### src/rtl/fnd_result_display_if.sv
//------------------------------------------------------------------------------
// fnd_result_display_if : adder-result capture bus and FND pin bundle
// Rev 1.0
//------------------------------------------------------------------------------
`default_nettype none

interface fnd_result_display_if;
    logic       result_valid;
    logic [4:0] result;
    logic [3:0] fnd_com;
    logic [7:0] fnd_font;

    modport master (
        output result_valid,
        output result,
        input  fnd_com,
        input  fnd_font
    );

    modport slave (
        input  result_valid,
        input  result,
        output fnd_com,
        output fnd_font
    );
endinterface

`default_nettype wire

### src/rtl/fnd_result_display.sv
//------------------------------------------------------------------------------
// fnd_result_display : captures a 5-bit adder result and scans it as decimal
//                      onto a 4-digit common-anode 7-segment display.
// Rev 1.0
//------------------------------------------------------------------------------
`default_nettype none

module fnd_result_display #(
    parameter int SCAN_DIV = 100000
) (
    input  wire logic            clk,
    input  wire logic            reset_n,
    fnd_result_display_if.slave  bus
);

    localparam int             PW   = $clog2(SCAN_DIV);
    localparam logic [PW-1:0]  TERM = PW'(SCAN_DIV - 1);

    typedef enum logic [1:0] {
        D0 = 2'd0,
        D1 = 2'd1,
        D2 = 2'd2,
        D3 = 2'd3
    } digit_e;

    digit_e        state_q, state_d;
    logic [4:0]    value_q;
    logic [PW-1:0] presc_q;
    logic [3:0]    com_q, com_d;
    logic [7:0]    font_q, font_d;
    logic          tick;
    logic [3:0]    tens, ones;

    function automatic logic [7:0] seg7(input logic [3:0] d);
        case (d)
            4'd0:    seg7 = 8'hC0;
            4'd1:    seg7 = 8'hF9;
            4'd2:    seg7 = 8'hA4;
            4'd3:    seg7 = 8'hB0;
            4'd4:    seg7 = 8'h99;
            4'd5:    seg7 = 8'h92;
            4'd6:    seg7 = 8'h82;
            4'd7:    seg7 = 8'hF8;
            4'd8:    seg7 = 8'h80;
            4'd9:    seg7 = 8'h90;
            default: seg7 = 8'hFF;
        endcase
    endfunction

    assign tick = (presc_q == TERM);

    always_ff @(posedge clk or negedge reset_n) begin
        if (!reset_n) begin
            value_q <= 5'd0;
            presc_q <= '0;
            state_q <= D0;
            com_q   <= 4'b1111;
            font_q  <= 8'hFF;
        end else begin
            if (bus.result_valid)
                value_q <= bus.result;
            presc_q <= tick ? '0 : presc_q + 1'b1;
            state_q <= state_d;
            com_q   <= com_d;
            font_q  <= font_d;
        end
    end

    always_comb begin
        state_d = state_q;
        if (tick) begin
            case (state_q)
                D0:      state_d = D1;
                D1:      state_d = D2;
                D2:      state_d = D3;
                default: state_d = D0;
            endcase
        end
    end

    // Value is at most 31, so three compare-subtract stages cover all tens digits.
    always_comb begin
        tens = 4'd0;
        ones = value_q[3:0];
        if (value_q >= 5'd30) begin
            tens = 4'd3;
            ones = 4'(value_q - 5'd30);
        end else if (value_q >= 5'd20) begin
            tens = 4'd2;
            ones = 4'(value_q - 5'd20);
        end else if (value_q >= 5'd10) begin
            tens = 4'd1;
            ones = 4'(value_q - 5'd10);
        end
    end

    always_comb begin
        com_d  = ~(4'b0001 << state_q);
        font_d = 8'hFF;
        case (state_q)
            D0:      font_d = seg7(ones);
            D1:      font_d = (tens != 4'd0) ? seg7(tens) : 8'hFF;
            D2:      font_d = 8'hFF;
            default: font_d = value_q[4] ? 8'h7F : 8'hFF;
        endcase
    end

    assign bus.fnd_com  = com_q;
    assign bus.fnd_font = font_q;

endmodule

`default_nettype wire

### src/flat_wrapper.sv
// flat-port wrapper written by rule: the top's interface ports become plain ports
module fnd_result_display_flat 
#(
    parameter int SCAN_DIV = 100000
)
  (clk, reset_n, bus_result_valid, bus_result, bus_fnd_com, bus_fnd_font);
  fnd_result_display_if bus_i ();
  input  wire logic clk;
  input  wire logic reset_n;
  input wire logic [$bits(bus_i.result_valid)-1:0] bus_result_valid;
  input wire logic [$bits(bus_i.result)-1:0] bus_result;
  output wire logic [$bits(bus_i.fnd_com)-1:0] bus_fnd_com;
  output wire logic [$bits(bus_i.fnd_font)-1:0] bus_fnd_font;
  assign bus_i.result_valid = bus_result_valid;
  assign bus_i.result = bus_result;
  assign bus_fnd_com = bus_i.fnd_com;
  assign bus_fnd_font = bus_i.fnd_font;
  fnd_result_display #(.SCAN_DIV(SCAN_DIV)) u_core (.clk(clk), .reset_n(reset_n), .bus(bus_i));
endmodule
### config.mk
export PLATFORM = sky130hd
export DESIGN_NAME = fnd_result_display_flat
export DESIGN_NICKNAME = d
export VERILOG_FILES = /design/src/rtl/fnd_result_display_if.sv /design/src/rtl/fnd_result_display.sv /design/src/flat_wrapper.sv
export SDC_FILE = /design/constraint.sdc
export NUM_CORES = 1
export LEC_CHECK = 0
export ABC_CLOCK_PERIOD_IN_PS = 2800
export BUFFER_PORTS_ARGS = -buffer_cell sky130_fd_sc_hd__buf_2
export CAP_MARGIN = 20
export CORE_AREA = 4 4 66 68
export DETAILED_ROUTE_END_ITERATION = 6
export DIE_AREA = 0 0 70 72
export PLACE_DENSITY = 0.73
export SYNTH_ARGS = -nofsm -noshare
export SYNTH_HDL_FRONTEND = slang
export SYNTH_SLANG_ARGS = --single-unit
### constraint.sdc
create_clock -name clk -period 2.8 [get_ports clk]
set_clock_uncertainty 0.2 [all_clocks]
set_input_delay 0.14 -clock clk [delete_from_list [all_inputs] [get_ports clk]]
set_output_delay 0.14 -clock clk [all_outputs]
set_load 0.02 [all_outputs]
==> flow_metrics.env <==
export IMPL_status="completed"
export IMPL_reg2reg_from="u_core.value_q[3]$_DFFE_PN0P_"
export IMPL_start_util_pct=49.5
export IMPL_h_tree_depth=2
export IMPL_initialDrtViolationCount=89
export IMPL_slew_headroom_pct=49.3
export IMPL_portBuffers=19
export IMPL_power_frac_comb_pct=19.5
export IMPL_final_period_utilization_pct=93.4
export IMPL_fin_total_pwr_w=0.00131
export IMPL_drv_slew=0
export IMPL_wl_per_cell_um=12.9
export IMPL_ys_warnings_count=0
export IMPL_pre_cts_ws_ns=0.219
export IMPL_vias=1454
export IMPL_final_nets=245
export IMPL_crit_path_end="u_core.bus.fnd_font[5]$_DFF_PN1_"
export IMPL_clkPwrFrac_pct=34.4
export IMPL_r2r_end="u_core.bus.fnd_font[5]$_DFF_PN1_"
export IMPL_crit_type="register to register"
export IMPL_min_path_type="primary input to async pin"
export IMPL_r2r_slack_ns=0.18
export IMPL_grt_antenna_before_repair=0
export IMPL_core_area_um2=3860
export IMPL_cts_root_buffer="clkbuf_8"
export IMPL_numCtsBuffers=5
export IMPL_antenna_left=0
export IMPL_ys_seq_area_share_pct=47.9
export IMPL_cts_repair_resized=0
export IMPL_synth_edff_count=0
export IMPL_required_ns=2.82
export IMPL_synth_seq_cells=36
export IMPL_die_area_um2=5040
export IMPL_diodes=0
export IMPL_async_flop_share_pct=100
export IMPL_start_kind="register"
export IMPL_syn_inst=186
export IMPL_fin_tns_setup_ns=0
export IMPL_worst_slew_pin_slew_ns=0.760
export IMPL_p_seq_share_pct=46.1
export IMPL_startpoint="u_core.value_q[3]$_DFFE_PN0P_"
export IMPL_worstSkewPairLatency_ns=0.29
export IMPL_clkTransAtPathRegs_ns=0.07
export IMPL_rsz0062_at_grt="no"
export IMPL_die_w_um=70
export IMPL_arrival_ns=2.64
export IMPL_grt_max_degree=37
export IMPL_synth_avg_cell_area_um2=10.3
export IMPL_timing_hold_ws_ns=0.257
export IMPL_synth_net_count=207
export IMPL_drt_pass1_iter_count=4
export IMPL_chipHeight_um=72
export IMPL_power_density_nw_per_um2=566
export IMPL_synth_area_um2=1910
export IMPL_area_delta_synth_final_pct=20.9
export IMPL_post_route_util_pct=59.9
export IMPL_p_leak_nw=1.04
export IMPL_cts_buffer_depth=2
export IMPL_rows=23
export IMPL_grt_pass1_wl_mm=6.41
export IMPL_peakVddDrop_mv=0.375
export IMPL_cp_end_kind="register"
export IMPL_grt_use_total_pct=15.7
export IMPL_fmax_mhz=382
export IMPL_synth_main_ff_cell="dfrtp_1"
export IMPL_internal_power_w=0.000951
export IMPL_switching_share_pct=27.2
export IMPL_worst_path_max_fanout=9
export IMPL_yosysUniqueCellTypes=45
export IMPL_grt_overflow=0
export IMPL_layout_setup_ws_ns=0.183
export IMPL_cap_viol_max_count=0
export IMPL_gp_congestion=0.848
export IMPL_pin_count=20
export IMPL_dp_hpwl_mm=2.51
export IMPL_finalSetupViolCount=0
export IMPL_cts_tree="done"
export IMPL_grt_pass1_vias=1487
export IMPL_finalHoldViolCount=0
export IMPL_drive_gt1_share_pct=20.9
export IMPL_cts_sinks=36
export IMPL_final_min_clock_period_ns=2.62
export IMPL_p_sw_w=0.000355
export IMPL_route_detailed_drc=0
export IMPL_reg2reg_depth=8
export IMPL_vias_per_cell=5.29
export IMPL_drt_total_wl_mm=3.54
-- metal layers --
| metal | up-vias | global-route usage (%) | wire length (um) |
|---|---|---|---|
| met5 | - | 0 | 0 |
| met4 | 0 | 6.60 | 62 |
| met3 | 5 | 3.88 | 112 |
| met2 | 20 | 27.8 | 1820 |
| met1 | 708 | 18.2 | 1540 |
| li1 | 721 | - | - |
-- critical path, cell delays in order (launching register included) --
cell and delay [ns]:
dfrtp_1 0.48, inv_1 0.17, ha_1 0.20, nor3b_2 0.18, or4b_1 0.49, nand3_2 0.16, nor2_1 0.07, or3_1 0.30
a211o_1 0.29
-- sequential cells by signal, summed over array words and instances, names as in the netlist --
signal               cells
u_core.state_q           2
u_core.bus.fnd_com       4
u_core.bus.fnd_font      8
u_core.value_q           5
u_core.presc_q          17
-- Yosys cell counts, types with 2 or more instances --
cell type / number / area, um2
nor2_1: 15 / 56.3
dfstp_2: 12 / 315
nand2_1: 18 / 67.6
a31oi_1: 3 / 18.8
buf_6: 3 / 33.8
nor2b_1: 2 / 12.5
xor2_1: 6 / 52.6
o21ai_1: 3 / 15.0
o311ai_1: 3 / 26.3
or3_1: 3 / 18.8
o21ai_0: 6 / 30.0
a311o_1: 2 / 20.0
clkbuf_1: 3 / 11.3
inv_1: 15 / 56.3
nand4_1: 5 / 31.3
xnor2_1: 8 / 70.1
nor4_1: 2 / 12.5
nand3_1: 8 / 40.0
a21oi_1: 4 / 20.0
dfrtp_1: 24 / 601
mux2i_1: 2 / 20.0
ha_1: 13 / 163
or4_1: 3 / 22.5
and3_1: 2 / 12.5
-- logic make-up (layout without fill, tap and decap cells) --
kind of cell               after synthesis  in the layout  share of synthesized area [%]
DFF                                     36             36                           47.9
muxes                                    3              3                           1.64
buffers and inverters                   22             61                           5.50
AOI/OAI and AO/OA                       29             29                           10.3
xor gates and xnor gates                14             14                           6.42
and+or+nand+nor                         69             69                           19.6
adders and majority gates               13             13                           8.51
-- layout by cell type, fill, tap and decap left out, types with 2 or more instances in the layout --
cell,count
buf_4,2
ha_1,13
nor2_1,15
o21ai_1,3
clkbuf_8,5
xor2_1,6
dfrtp_1,24
and3_1,2
o311ai_1,3
nand4_1,5
or3_1,3
inv_1,15
nor4_1,2
o21ai_0,6
or4_1,3
a311o_1,2
dlygate4sd3_1,16
buf_2,19
mux2i_1,2
nor2b_1,2
nand3_1,8
nand2_1,18
a21oi_1,4
dfstp_2,12
a31oi_1,3
xnor2_1,8
-- layout make-up --
class,count,area (um2)
Multi-Input combinational cell,128,890
Clock inverter,3,42.5
Timing Repair Buffer,37,270
Clock buffer,5,68.8
Sequential cell,36,916
Fill cell,350,1550
Tap cell,50,62.6
Inverter,16,60.1
-- worst min-delay path by stage --
stage	startpoint	to	slack (ns)
after global routing	u_core.presc_q[4]$_DFF_PN0_	u_core.presc_q[4]$_DFF_PN0_	0.31
after global placement	reset_n	u_core.presc_q[12]$_DFF_PN0_	0.06
final	reset_n	u_core.presc_q[13]$_DFF_PN0_	0.26
after CTS	reset_n	u_core.presc_q[13]$_DFF_PN0_	0.28
after detailed placement	reset_n	u_core.presc_q[14]$_DFF_PN0_	0.06
after floorplan	reset_n	u_core.presc_q[0]$_DFF_PN0_	-0.36
-- per-stage QoR --
| step | cell area, um2 | std cells |
|---|---|---|
| 2_1_floorplan | 1910 | 186 |
| 3_3_place_gp | 2040 | 251 |
| 3_5_place_dp | 2040 | 251 |
| 4_1_cts | 2310 | 275 |
| 5_1_grt | 2310 | 275 |
| 6_report | 2310 | 275 |
-- repair_timing --
item	4_1_cts	5_1_grt
endpoints found under the hold margin	29	0
buffers inserted	0	0
hold buffers	16	0
-- power groups by stage --
stage	combinational, W	clock, W	sequential (W)
2_1_floorplan	0.000132	0	0.000650
3_3_place_gp	0.000231	0	0.000614
3_5_place_dp	0.000235	0	0.000612
4_1_cts	0.000257	0.000469	0.000603
5_1_grt	0.000285	0.000492	0.000607
6_report	0.000254	0.000450	0.000602
Note: power is estimated with default switching activity, not from simulation.
